<file path="config.mk">
export PLATFORM = sky130hd
export DESIGN_NAME = fft_stream_sched
export DESIGN_NICKNAME = d
export VERILOG_FILES = /design/src/rtl/fft_stream_sched.sv
export SDC_FILE = /design/constraint.sdc
export NUM_CORES = 1
export LEC_CHECK = 0
export BUFFER_PORTS_ARGS = -buffer_cell sky130_fd_sc_hd__buf_2
export CAP_MARGIN = 40
export CORE_ASPECT_RATIO = 2
export CORE_MARGIN = 4
export CORE_UTILIZATION = 49
export CTS_CLUSTER_DIAMETER = 80
export DETAILED_ROUTE_END_ITERATION = 6
export PLACE_DENSITY = 0.82
export SYNTH_ARGS = -nofsm -noshare
export SYNTH_HDL_FRONTEND = slang
export SYNTH_SLANG_ARGS = --single-unit
</file>
<file path="constraint.sdc">
create_clock -name i_clk -period 2.05 [get_ports i_clk]
set_clock_uncertainty 0.2 [all_clocks]
set_input_delay 0.615 -clock i_clk [delete_from_list [all_inputs] [get_ports i_clk]]
set_output_delay 0.615 -clock i_clk [all_outputs]
set_load 0.005 [all_outputs]
</file>
<file path="src/rtl/fft_stream_sched.sv">
// fft_stream_sched: scheduler for the fftmain -> LPF -> ifftmain streaming chain.
// Accepts samples on a valid/ready stream and issues the single clock enable that
// advances the chain. The LPF cutoff is applied only at frame boundaries, and a
// stop drains the pipeline with zero frames. The IFFT output is qualified
// against frame sync. Configuration and status go through a 16-bit register port.
// Ports:
//   i_clk, i_reset_n               clock, synchronous active-low reset
//   s_valid/s_ready/s_sample       input sample stream {re,im}
//   o_ce/o_sample                  chain clock enable and sample to fftmain
//   o_cutoff                       LPF cutoff bin
//   i_out_ce/i_sync/i_result       IFFT output strobe, frame sync and data
//   m_valid/m_sof/m_result         qualified output stream
//   address/write/writedata        register write port
//   read/readdata                  register read port (1-cycle latency)
module fft_stream_sched #(
  parameter int unsigned IWIDTH       = 16,
  parameter int unsigned OWIDTH       = 26,
  parameter int unsigned LGWIDTH      = 9,
  parameter int unsigned FLUSH_FRAMES = 3,
  parameter int unsigned CUTOFF_RST   = 10
) (
  input  logic                  i_clk,
  input  logic                  i_reset_n,
  input  logic                  s_valid,
  output logic                  s_ready,
  input  logic [2*IWIDTH-1:0]   s_sample,
  output logic                  o_ce,
  output logic [2*IWIDTH-1:0]   o_sample,
  output logic [LGWIDTH-1:0]    o_cutoff,
  input  logic                  i_out_ce,
  input  logic                  i_sync,
  input  logic [2*OWIDTH-1:0]   i_result,
  output logic                  m_valid,
  output logic                  m_sof,
  output logic [2*OWIDTH-1:0]   m_result,
  input  logic [1:0]            address,
  input  logic                  write,
  input  logic [15:0]           writedata,
  input  logic                  read,
  output logic [15:0]           readdata
);

  localparam int unsigned SW        = 2 * IWIDTH;
  localparam int unsigned RW        = 2 * OWIDTH;
  localparam int unsigned FLUSH_LEN = FLUSH_FRAMES << LGWIDTH;
  localparam int unsigned FW        = $clog2(FLUSH_LEN);

  typedef enum logic [1:0] {
    IDLE  = 2'd0,
    RUN   = 2'd1,
    STOP  = 2'd2,
    FLUSH = 2'd3
  } state_t;

  state_t              r_state;
  state_t              w_next;
  logic                r_enable;
  logic [LGWIDTH-1:0]  r_shadow;
  logic [LGWIDTH-1:0]  r_incnt;
  logic [FW-1:0]       r_flush_cnt;
  logic                r_synced;
  logic [15:0]         r_frames;
  logic                r_s_ready;
  logic                r_o_ce;
  logic [SW-1:0]       r_o_sample;
  logic [LGWIDTH-1:0]  r_o_cutoff;
  logic                r_m_valid;
  logic                r_m_sof;
  logic [RW-1:0]       r_m_result;
  logic [15:0]         r_readdata;

  logic                w_accept;
  logic                w_wrap;
  logic                w_flush_done;
  logic                w_unused;

  assign w_accept     = s_valid && r_s_ready;
  assign w_wrap       = w_accept && (&r_incnt);
  assign w_flush_done = (r_flush_cnt == FW'(FLUSH_LEN - 1));
  assign w_unused     = ^writedata[15:LGWIDTH];

  // Next-state logic; a stop with no frame in progress skips straight to flush.
  always_comb begin
    w_next = r_state;
    case (r_state)
      IDLE:  if (r_enable) w_next = RUN;
      RUN: begin
        if (!r_enable) begin
          if (w_wrap || ((r_incnt == '0) && !w_accept)) w_next = FLUSH;
          else                                           w_next = STOP;
        end
      end
      STOP:  if (w_wrap) w_next = FLUSH;
      FLUSH: if (w_flush_done) w_next = IDLE;
      default: w_next = IDLE;
    endcase
  end

  // State register and input-side datapath.
  always_ff @(posedge i_clk) begin
    if (!i_reset_n) begin
      r_state     <= IDLE;
      r_s_ready   <= 1'b0;
      r_o_ce      <= 1'b0;
      r_o_sample  <= '0;
      r_o_cutoff  <= LGWIDTH'(CUTOFF_RST);
      r_incnt     <= '0;
      r_flush_cnt <= '0;
    end else begin
      r_state   <= w_next;
      // Ready is registered from the next state so it lines up with the state it belongs to.
      r_s_ready <= (w_next == RUN) || (w_next == STOP);
      r_o_ce    <= 1'b0;
      if (w_accept) begin
        r_o_ce     <= 1'b1;
        r_o_sample <= s_sample;
        r_incnt    <= r_incnt + LGWIDTH'(1);
      end
      if (r_state == FLUSH) begin
        r_o_ce      <= 1'b1;
        r_o_sample  <= '0;
        r_flush_cnt <= w_flush_done ? '0 : r_flush_cnt + FW'(1);
      end
      // Cutoff tracks the shadow freely while idle, otherwise only at a frame boundary.
      if ((r_state == IDLE) || w_wrap) r_o_cutoff <= r_shadow;
    end
  end

  // Register port.
  always_ff @(posedge i_clk) begin
    if (!i_reset_n) begin
      r_enable   <= 1'b0;
      r_shadow   <= LGWIDTH'(CUTOFF_RST);
      r_readdata <= '0;
    end else begin
      if (write) begin
        case (address)
          2'd0:    r_enable <= writedata[0];
          2'd1:    r_shadow <= writedata[LGWIDTH-1:0];
          default: ;
        endcase
      end
      if (read) begin
        case (address)
          2'd0:    r_readdata <= {15'd0, r_enable};
          2'd1:    r_readdata <= 16'(r_shadow);
          2'd2:    r_readdata <= {13'd0, r_synced, r_state};
          default: r_readdata <= r_frames;
        endcase
      end
    end
  end

  // Output qualification; synced latches on the first framed output strobe.
  always_ff @(posedge i_clk) begin
    if (!i_reset_n) begin
      r_synced   <= 1'b0;
      r_frames   <= '0;
      r_m_valid  <= 1'b0;
      r_m_sof    <= 1'b0;
      r_m_result <= '0;
    end else begin
      if (i_out_ce && i_sync) begin
        r_synced <= 1'b1;
        r_frames <= r_frames + 16'd1;
      end
      r_m_valid  <= i_out_ce && (r_synced || i_sync);
      r_m_sof    <= i_out_ce && i_sync;
      r_m_result <= i_result;
    end
  end

  assign s_ready  = r_s_ready;
  assign o_ce     = r_o_ce;
  assign o_sample = r_o_sample;
  assign o_cutoff = r_o_cutoff;
  assign m_valid  = r_m_valid;
  assign m_sof    = r_m_sof;
  assign m_result = r_m_result;
  assign readdata = r_readdata;

endmodule

</file>
# After elaboration in Yosys (flattened, before gate mapping)
# Cells that the tools add are included.
[totals]
regBits = 162
inputBits = 109
output_inout_bits = 113
word_cells = 54
[classes]
add_sub_neg = 3
n_eq_ne = 8
muxes = 10
bitwise_logic = 1
reduce_logical = 17
[op_table]
columns = ["op", "count"]
rows = [
  ["case mux 16 bit (3 select lines)", 1],
  ["adder 16 x 1 -> 16 bit, second input constant", 1],
  ["adder 11 x 1 -> 11 bit, second input constant", 1],
  ["== test 11 bit, second input constant", 1],
  ["2-to-1 mux 11 bit", 1],
  ["adder 9 x 1 -> 9 bit, second input constant", 1],
  ["logical NOT 9 bit", 1],
  ["AND reduction 9 bit", 1],
  ["== test 2 bit, second input constant", 4],
  ["2-to-1 mux 2 bit", 4],
  ["case mux 2 bit (4 select lines)", 1],
  ["== test 2 x 1 -> 1 bit, second input constant", 3],
  ["logical AND 1 bit", 5],
  ["logical NOT 2 bit", 2],
  ["logical OR 1 bit", 4],
  ["AND reduction 2 bit", 2],
  ["2-to-1 mux 1 bit", 3],
  ["OR reduction 2 bit", 1],
  ["logical NOT 1 bit", 1],
  ["NOT 1 bit", 1],
]

# Logic depth before layout (Yosys ltp)
# Gate-level depths: netlist of run 1.
[depth]
ltp_word = 9
depth_mapped = 8
depth_no_buf = 8

# Least setup slack after synthesis of run 1
# OpenSTA, ideal clock, no wires.
[synth_path]
path_type = "in2reg"
from = "input port address[0]"
to = "register r_readdata[0], in the netlist readdata[0]"
setup_time_ns = 0.116
t_arrival_ns = 1.525
required_ns = 1.734
slack_ns = 0.209
cell_stages = 4
path_buffers = 1
path_cell_list = "clkbuf_1 -> mux4_2 -> mux2i_1 -> nor2b_1"
[synth_between]
elab_chain_len = 2
word_cells_on_any_way = 4
cone_classes = "2 x eq/ne; 1 x mux; 1 x reduce/logical"
[synth_lines]
columns = ["element", "line_no", "text"]
rows = [
  ["from (decl)", "36", "input logic [1:0] address,"],
  ["== test 2 bit, or another cell as far along", "144", "case (address)"],
  ["case mux 16 bit (3 select lines) (*)", "144", ""],
  ["to (signal assigned)", "145", "2'd0: r_readdata <= {15'd0, r_enable};"],
  ["to (signal assigned)", "146", "2'd1: r_readdata <= 16'(r_shadow);"],
  ["to (signal assigned)", "147", "2'd2: r_readdata <= {13'd0, r_synced, r_state};"],
  ["to (decl)", "70", "logic [15:0] r_readdata;"],
]
# Every way passes the cells marked *; elsewhere a longest branch is shown, timed or not.
# A chain may end at the register's enable or synchronous reset.

# Worst setup path after layout of run 1
[layout_path]
from = "register r_incnt[0]"
to = "register r_s_ready, in the netlist s_ready"
[layout_between]
elab_chain_len = 8
word_cells_on_any_way = 12
cone_classes = "2 x eq/ne; 4 x mux; 6 x reduce/logical"
[layout_lines]
columns = ["element", "line_no", "text"]
rows = [
  ["from (decl)", "59", "logic [LGWIDTH-1:0] r_incnt;"],
  ["from (signal assigned)", "117", "r_incnt <= r_incnt + LGWIDTH'(1);"],
  ["AND reduction 9 bit / logical NOT 9 bit (equally long branches)", "78, 89", ""],
  ["logical AND 1 bit (on tied branches)", "78, 89", ""],
  ["logical OR 1 bit", "89", "if (w_wrap || ((r_incnt == '0) && !w_accept)) w_next = FLUSH;"],
  ["2-to-1 mux 1 bit", "89", ""],
  ["2-to-1 mux 2 bit", "88", "if (!r_enable) begin"],
  ["case mux 2 bit (4 select lines) (*)", "85", "case (r_state)"],
  ["== test 2 x 1 -> 1 bit / == test 2 bit (equally long branches)", "112", "r_s_ready <= (w_next == RUN) || (w_next == STOP);"],
  ["logical OR 1 bit (*)", "112", ""],
  ["to (signal assigned)", "112", ""],
  ["to (decl)", "63", "logic r_s_ready;"],
]
# Marked as above.

==> results.md, run 1 <==
- Status: complete, no violations
- Logic pwr share: 0.067
- Die Width: 86.2 µm
- Post-synthesis compound-gate area fraction: 0.0938
- Via Count: 5060
- Routed Wire Length: 14.7 mm
- Commonest cells post-synth: dfxtp_1, nand2_1, and2_1
- Post-route DRC: 0
- Post-synth EDFFs: 0
- Measured slew at the worst slew-check pin: 408 ps
- GR Util met2: 0.398
- Fmax: 0.507 GHz
- Number of CTS-inserted buffers: 17
- Synth top area share: 0.541
- CP required: 2150 ps
- Slew Viols, Final: 0
- GRT Max-Usage Layer: met2
- Gp weighted congestion: 0.833
- Ys Warns: 0
- Nets@finish: 960
- # setup viols final: 0
- Psw: 1700 µW
- FILL cells: 998
- DIE HEIGHT: 164 µm
- Setup Buffers After CTS: 0
- PnR worst setup slack: 76.5 ps
- Register area share after synthesis: 0.541
- H-tree levels: 4
- Worst Setup Start Kind: flop
- Drt first pass iters: 5
- Worst reg2reg endpoint: s_ready
- Worst min path class: in2reg
- Hold EP: m_result[14]
- Worst hold path startpoint: i_result[14]
- Worst R2R Start: r_incnt[0]
- Synth-to-layout area growth: 31.3%
- Final min period: 1970 ps
- Hold Crit Depth: 2
- Initial antenna violation count: 0
- Internal Power: 5100 µW
- Synth unique cells: 50
- Pre-CTS setup slack: 29.5 ps
- Max Buffers Root-to-Sink: 2
- Reg2Reg Depth: 6
- Global-route wire length before repair: 24.0 mm
- Peak supply drop: 0.672 mV
- Worst-path fanout max: 3
- Mux share of post-synthesis cell area: 0.0392
- Root Driver: clkbuf_16
- Ant diodes: 0
- Fin crit share: 0.963
- Post-Syn Instances: 627
- Reg clk slew, reported paths: 70 ps
- Post-synth top area cell: dfxtp_1
- Switching Fraction: 0.250
- Initial DRC count: 206
- Post-Synthesis Cell Area: 6000 µm²
- GR Util met1: 0.211
- GRT overflow: 0
- GRT Total Usage: 0.212
- Worst skew pair latency: 410 ps
- Core Rows: 57
- Die area: 14200 µm²
- FF/Latch Area: 3240 µm²
- Crit Path Class: reg2reg
- Post-Syn Area per Cell: 9.57 µm²
- Most frequent cell after synthesis: dfxtp_1
- Leakage: 0.00355 µW
- Port bufs: 214
- Top FF cell, synth: dfxtp_1
- Synth Area in Adders: 0.0104
- Clk pwr share: 0.452
- Area occupied by multi-input gates: 2580 µm²
- RSZ-0062 raised after global routing: false
- Fin. Hold Viols: 0
- M3 GR Usage: 0.0599
- Largest family of logic cells by synthesized area: simple AND/OR/NAND/NOR gates
- Routed Antenna Nets: 0
- Xor/xnor cell area share of the yosys netlist: 0.0336
- Total negative slack: 0 ps
- Post-synth ARST share: 0
- Pwr dens: 864 nW/µm²
- Pwr Total: 6810 µW
- Share of layout cells above drive strength 1: 0.327
- CORE AREA: 12100 µm²
- Synth top area cells: dfxtp_1, and2_1, nand2_1
- Yosys reg bits: 162
- CTS tree: yes
- Largest net degree at the start of global routing: 48
- Initial Util: 0.498
- Arrival time worst endpoint: 2070 ps
- Max-slew headroom: 0.724
- Reg2Reg Setup Slack: 80 ps
- Post-synth net total: 741
- Max cap viols: 0
- WL per Instance: 14.6 µm
- Vias in the first global route: 5200
- Crit end category: flop
- Clock sinks: 162
- Reg power frac: 0.481
- Hpwl dp: 10.9 mm
- Vias/cell: 5.03
- I/O pin count: 222
- Post-Synth Simple-Gate Area: 0.252
==> power by group through the flow <==
stage | registers, µW | logic, µW | clock network (µW)
after floorplan | 3360 | 200 | 0
after global placement | 3340 | 448 | 0
after detailed placement | 3350 | 456 | 0
after CTS | 3280 | 457 | 3150
after global routing | 3280 | 506 | 3270
final | 3280 | 454 | 3080
==> registers in the layout, summed over array words and instances, names as in the netlist <==
signal       cells
o_cutoff         9
r_flush_cnt     11
readdata        16
m_valid          1
r_shadow         9
m_result        52
m_sof            1
r_frames        16
o_sample        32
r_state          2
r_incnt          9
r_enable         1
r_synced         1
s_ready          1
o_ce             1
==> cell usage in the layout, fill, tap and decap left out, types with 9 or more instances in the layout <==
cell type,n
nand2_1,106
mux2i_1,19
nand4_1,11
a21oi_1,34
nand2b_1,9
xor2_1,13
xnor2_1,10
buf_4,18
buf_2,214
clkbuf_16,17
and2_1,84
dfxtp_1,162
nor2b_1,11
nand3_1,30
a21boi_0,23
inv_1,11
==> logic make-up after synthesis <==
logic type,Yosys count
AOI/OAI and AO/OA,84
xor gates and xnor gates,23
adders and majority gates,5
buffers and inverters,45
DFF,162
muxes,22
and+or+nand+nor,286
==> critical path, stage by stage (launching register included) <==
cell	delay, ps
dfxtp_1	330
inv_1	90
ha_1	150
or4b_4	460
o31ai_2	260
a311oi_2	150
a32o_1	220
==> how the worst max path moves through the flow <==
stage	from	end	slack (ps)	cells past startpoint
2_1_floorplan	address[0]	readdata[0]	210	4
3_3_place_gp	address[0]	r_shadow[3]	70	5
3_5_place_dp	address[0]	r_shadow[8]	30	5
4_1_cts	r_incnt[1]	s_ready	80	8
5_1_grt	r_incnt[1]	s_ready	3	8
6_report	r_incnt[0]	s_ready	80	6
==> repair_timing <==
| item | 4_1_cts | 5_1_grt |
|---|---|---|
| hold buffers | 0 | 0 |
| gates resized for setup | 0 | 2 |
| setup endpoints to repair | 0 | 1 |
==> cell type report <==
| type | instances | share of cell area |
|---|---|---|
| clock buffers | 17 | 0.0540 |
| inverters | 11 | 0.00524 |
| repair buffers | 234 | 0.158 |
| multi-input cells | 420 | 0.328 |
| clock inverters | 15 | 0.0202 |
| flip-flops and latches | 162 | 0.412 |
| well taps | 147 | 0.0233 |
==> per-stage QoR <==
stage               std cells  utilization  cell area (µm²)  hold WS, ps
detailed placement        974        0.605             7290          245
CTS                      1006        0.653             7870          182
global placement          974        0.605             7290          238
floorplan                 627            -             6000          246
finish                   1006        0.654             7880          198
global route             1006        0.654             7880          181
==> layer usage <==
| metal | routed length, µm | part of all wire |
|---|---|---|
| met3 | 939 | 0.064 |
| met5 | 0 | 0 |
| met1 | 5360 | 0.36 |
| met4 | 429 | 0.029 |
| met2 | 8010 | 0.54 |
No activity file was read; power rests on OpenSTA's default activity.
==> run 2: changes to the inputs <==
- CORE_UTILIZATION: 49 -> 40
- PLACE_DENSITY: 0.82 -> 0.7
- RECOVER_POWER: unset -> 100
==> run 2 against run 1 <==
  * First-iteration DRC count fell by 44%
  * Clock power barely moved
  * Critical path type unchanged
  * Final cell count rose by 4.8%
  * Sequential share of layout area rose by 0.33 points
  * Power fell by 0.26%
==> results.md, run 2 (synthesized netlist as in run 1, its figures left out) <==
- Final min period: 1920 ps
- Crit path cell chain: ha_1 > nand4_1 > nor4_1 > xor2_1 > and2_0
- Initial antenna violation count: 0
- Leakage: 0.00322 µW
- H-tree levels: 4
- Core Rows: 63
- CP required: 2160 ps
- Crit Path Class: reg2reg
- Nets@finish: 960
- Initial Util: 0.407
- GRT overflow: 0
- Worst min path class: in2reg
- Drt first pass iters: 4
- Root Driver: clkbuf_16
- Measured slew at the worst slew-check pin: 774 ps
- Routed Antenna Nets: 0
- Status: complete, no violations
- Commonest non-fill, non-tap cell in the layout: dfxtp_1
- I/O pin count: 222
- CP top delay family: simple AND/OR/NAND/NOR gates
- Vias in the first global route: 5098
- Slowest cell on the critical path: nor4_1
- Delay of the slowest cell on the worst path: 460 ps
- Share of layout cells above drive strength 1: 0.237
- Pwr Total: 6790 µW
- FF/Latch Area: 3240 µm²
- Critical path buffers and inverters: 0
- Worst-path fanout max: 4
- Worst skew pair latency: 420 ps
- CTS tree: yes
- Pwr dens: 869 nW/µm²
- Initial DRC count: 116
- WL per Instance: 13.9 µm
- Largest net degree at the start of global routing: 41
- Gp weighted congestion: 0.789
- Final Util: 0.530
- Slew Viols, Final: 0
- Fin. Hold Viols: 0
- Crit end category: flop
- Hpwl dp: 11.1 mm
- Vias/cell: 4.76
- Ant diodes: 0
- Peak supply drop: 0.623 mV
- Hold_buf cts: 0
- RSZ-0062 raised after global routing: false
- Commonest non-fill, non-tap cells in the layout: dfxtp_1, buf_2, nand2_1
- Max cap viols: 0
- Routed Wire Length: 14.7 mm
- Worst Setup Start Kind: flop
- CORE AREA: 14700 µm²
- Fmax: 0.522 GHz
- Max-slew headroom: 0.484
- Post-route DRC: 0
- # setup viols final: 0
- Synth-to-layout area growth: 30.3%
- Die area: 17100 µm²
- Arrival time worst endpoint: 2030 ps
- Clock sinks: 162
- GRT Total Usage: 0.178
- Number of CTS-inserted buffers: 17
- DIE HEIGHT: 181 µm
- Reg clk slew, reported paths: 70 ps
- Area occupied by multi-input gates: 2580 µm²
- Max Buffers Root-to-Sink: 2
- Global-route wire length before repair: 24.2 mm
- Setup Buffers After CTS: 0
- Port bufs: 214
- Flip-flop count of the largest register after layout: 52
- Fin crit share: 0.934
- Post-CTS sizing: 0
- Via Count: 5017
- FILL cells: 1475
- Die Width: 94.6 µm
run 2: cell types whose count changed in the layout (fill, tap and decap cells not counted), sizes merged:
cell,before,now
buf,234,154
clkbuf,17,97
clkinv,4,8
inv,20,17
clkinvlp,2,1
run 2: layout make-up:
class | instances | area share
flip-flops and latches | 162 | 0.415
multi-input cells | 420 | 0.330
repair buffers | 234 | 0.143
clock buffers | 17 | 0.0544
well taps | 195 | 0.0312
clock inverters | 15 | 0.0211
inverters | 11 | 0.00528
run 2: metal layers:
metal	GRT usage	share of wire	wire [µm]	vias to the layer above
li1	-	-	-	2530
met1	0.178	0.36	5240	2309
met2	0.332	0.56	8210	151
met3	0.0442	0.055	811	27
met4	0.0810	0.029	420	0
met5	0	0	0	-
run 2: per-stage QoR:
step / cells / setup TNS, ps / worst slack [ps] / hold WS (ps) / cell area [µm²]
5_1_grt: 1054 / 0 / 14.1 / 179 / 7820
4_1_cts: 1054 / 0 / 64.2 / 174 / 7940
6_report: 1054 / 0 / 134 / 197 / 7820
3_5_place_dp: 1022 / 0 / 14.0 / 244 / 7350
3_3_place_gp: 1022 / -55.1 / -16.0 / 239 / 7350
2_1_floorplan: 627 / 0 / 209 / 246 / 6000
run 2: where the power goes:
group	leakage [µW]	switching [µW]	internal, µW	total [µW]
combinational	0.00161	218	210	428
clock	0.000286	1450	1630	3090
sequential	0.00132	36.8	3240	3280
total	0.00322	1710	5080	6790
run 2: path summary, 6_finish.rpt:
check        slack, ps  cells after the start      endpoint    startpoint
min reg2reg        250                      2  o_sample[16]  o_sample[16]
min                200                      2  m_result[29]  i_result[29]
max                130                      5  r_frames[12]   r_frames[0]
max reg2reg        130                      5  r_frames[12]   r_frames[0]
==> run 3: changes to the inputs <==
- BUFFER_PORTS_ARGS: -buffer_cell sky130_fd_sc_hd__buf_2 -> unset
- DONT_BUFFER_PORTS: unset -> 1
- PLACE_DENSITY: 0.7 -> 0.57
==> run 3 against run 2 <==
  * Combinational power fell by 55%
  * Via count fell by 18%
  * Power fell by 2.9%
  * Die area did not move
  * Worst setup slack got worse by 39 ps
  * Clock-buffer cell count rose by 1
  * Wire length fell by 7.4%
  * Flip-flop and latch count did not move
  * Sequential share of layout area rose by 6.6 points
==> results.md, run 3 (synthesized netlist as in run 1, its figures left out) <==
- Status: complete, no violations
- GRT Total Usage: 0.161
- Largest net degree at the start of global routing: 133
- Number of CTS-inserted buffers: 17
- Slowest cell on the critical path: or4b_4
- Measured slew at the worst slew-check pin: 410 ps
- WL per Instance: 16.4 µm
- DIE HEIGHT: 181 µm
- Share of layout cells above drive strength 1: 0.0789
- RSZ-0062 raised after global routing: false
- GR Util met1: 0.158
- CTS tree: yes
- CP top delay family: compound AO/OA/AOI/OAI gates
- Drt first pass iters: 4
- Commonest non-fill, non-tap cell in the layout: dfxtp_1
- Hold_buf cts: 0
- Die Width: 94.6 µm
- Routed Wire Length: 13.6 mm
- Core Rows: 63
- Crit path cell chain: inv_1 > ha_1 > or4b_4 > o31ai_2 > a311oi_2 > a32o_1
- Commonest non-fill, non-tap cells in the layout: dfxtp_1, nand2_1, and2_1
- Global-route wire length before repair: 21.7 mm
- Nets@finish: 735
- # setup viols final: 0
- Hpwl dp: 9.99 mm
- FILL cells: 1424
- Final Util: 0.458
- Flip-flop count of the largest register after layout: 52
- Initial antenna violation count: 0
- Peak supply drop: 0.540 mV
- CP required: 2150 ps
- Total negative slack: 0 ps
- Reg clk slew, reported paths: 70 ps
- Crit Path Class: reg2reg
- Initial Util: 0.407
- Final min period: 1950 ps
- CORE AREA: 14700 µm²
- Vias/cell: 4.99
- Max cap viols: 0
- H-tree levels: 4
- Via Count: 4136
- Fin crit share: 0.954
- Post-route DRC: 0
- Setup Buffers After CTS: 0
- Root Driver: clkbuf_16
- Slew Viols, Final: 0
- Die area: 17100 µm²
- Synth-to-layout area growth: 12.4%
- Gp weighted congestion: 0.791
- M3 GR Usage: 0.0458
- Max Buffers Root-to-Sink: 2
- Hold Slack: 121 ps
- Clock sinks: 162
- Ant diodes: 0
- Critical path buffers and inverters: 1
- Initial DRC count: 132
- Placed inst area: 6170 µm²
- Arrival time worst endpoint: 2060 ps
- Design Area, Final: 6750 µm²
- Delay of the slowest cell on the worst path: 450 ps
- I/O pin count: 222
- Worst skew pair latency: 410 ps
- GRT overflow: 0
- Fin. Hold Viols: 0
- Max-slew headroom: 0.726
- Fmax: 0.512 GHz
- Pwr Total: 6590 µW
- Crit end category: flop
- Port bufs: 0
- GRT Max-Usage Layer: met2
- Worst min path class: in2reg
- Post-CTS sizing: 0
- GR Util met2: 0.300
- Pwr dens: 977 nW/µm²
- Vias in the first global route: 4313
- Leakage: 0.00246 µW
- Worst-path fanout max: 3
- Routed Antenna Nets: 0
- Worst Setup Start Kind: flop
run 3: cell count changes in the layout (fill, tap and decap cells not counted), sizes merged:
cell      previous run  this run
clkbuf              97        22
clkinv               8         4
bufinv               0         1
buf                154         5
clkinvlp             1         3
run 3: power breakdown:
part	switching (µW)	internal, µW
Combinational	94.3	97.8
Sequential	65.8	3240
Clock	1350	1740
run 3: path summary, 6_finish.rpt:
check	to	cells past startpoint	slack [ps]	startpoint
max	s_ready	6	100	r_incnt[0]
min	m_valid	1	120	i_out_ce
max reg2reg	s_ready	6	100	r_incnt[0]
min reg2reg	o_sample[10]	2	280	o_sample[10]
run 3: layer usage:
metal	part of all wire	vias to the layer above
li1	-	2086
met1	0.34	1912
met2	0.57	125
met3	0.066	13
met4	0.020	0
met5	0	-
run 3: worst register-to-register path, cell delays in order, from the launching register on:
cell and delay [ps]:
dfxtp_1 330, inv_1 90, ha_1 150, or4b_4 450, o31ai_2 250, a311oi_2 140
a32o_1 230
run 3: area by class of cell:
class,count,area [µm²],share of cell area
flip-flops and latches,162,3240,0.481
multi-input cells,420,2570,0.381
clock buffers,18,439,0.0651
well taps,195,244,0.0362
clock inverters,14,145,0.0215
repair buffers,9,60.1,0.00890
inverters,11,41.3,0.00612
run 3: per-stage QoR:
stage | setup slack (ps) | cells
2_1_floorplan | 209 | 627
3_3_place_gp | 141 | 797
3_5_place_dp | 67.4 | 797
4_1_cts | 36.5 | 829
5_1_grt | 8.41 | 829
6_report | 95.3 | 829
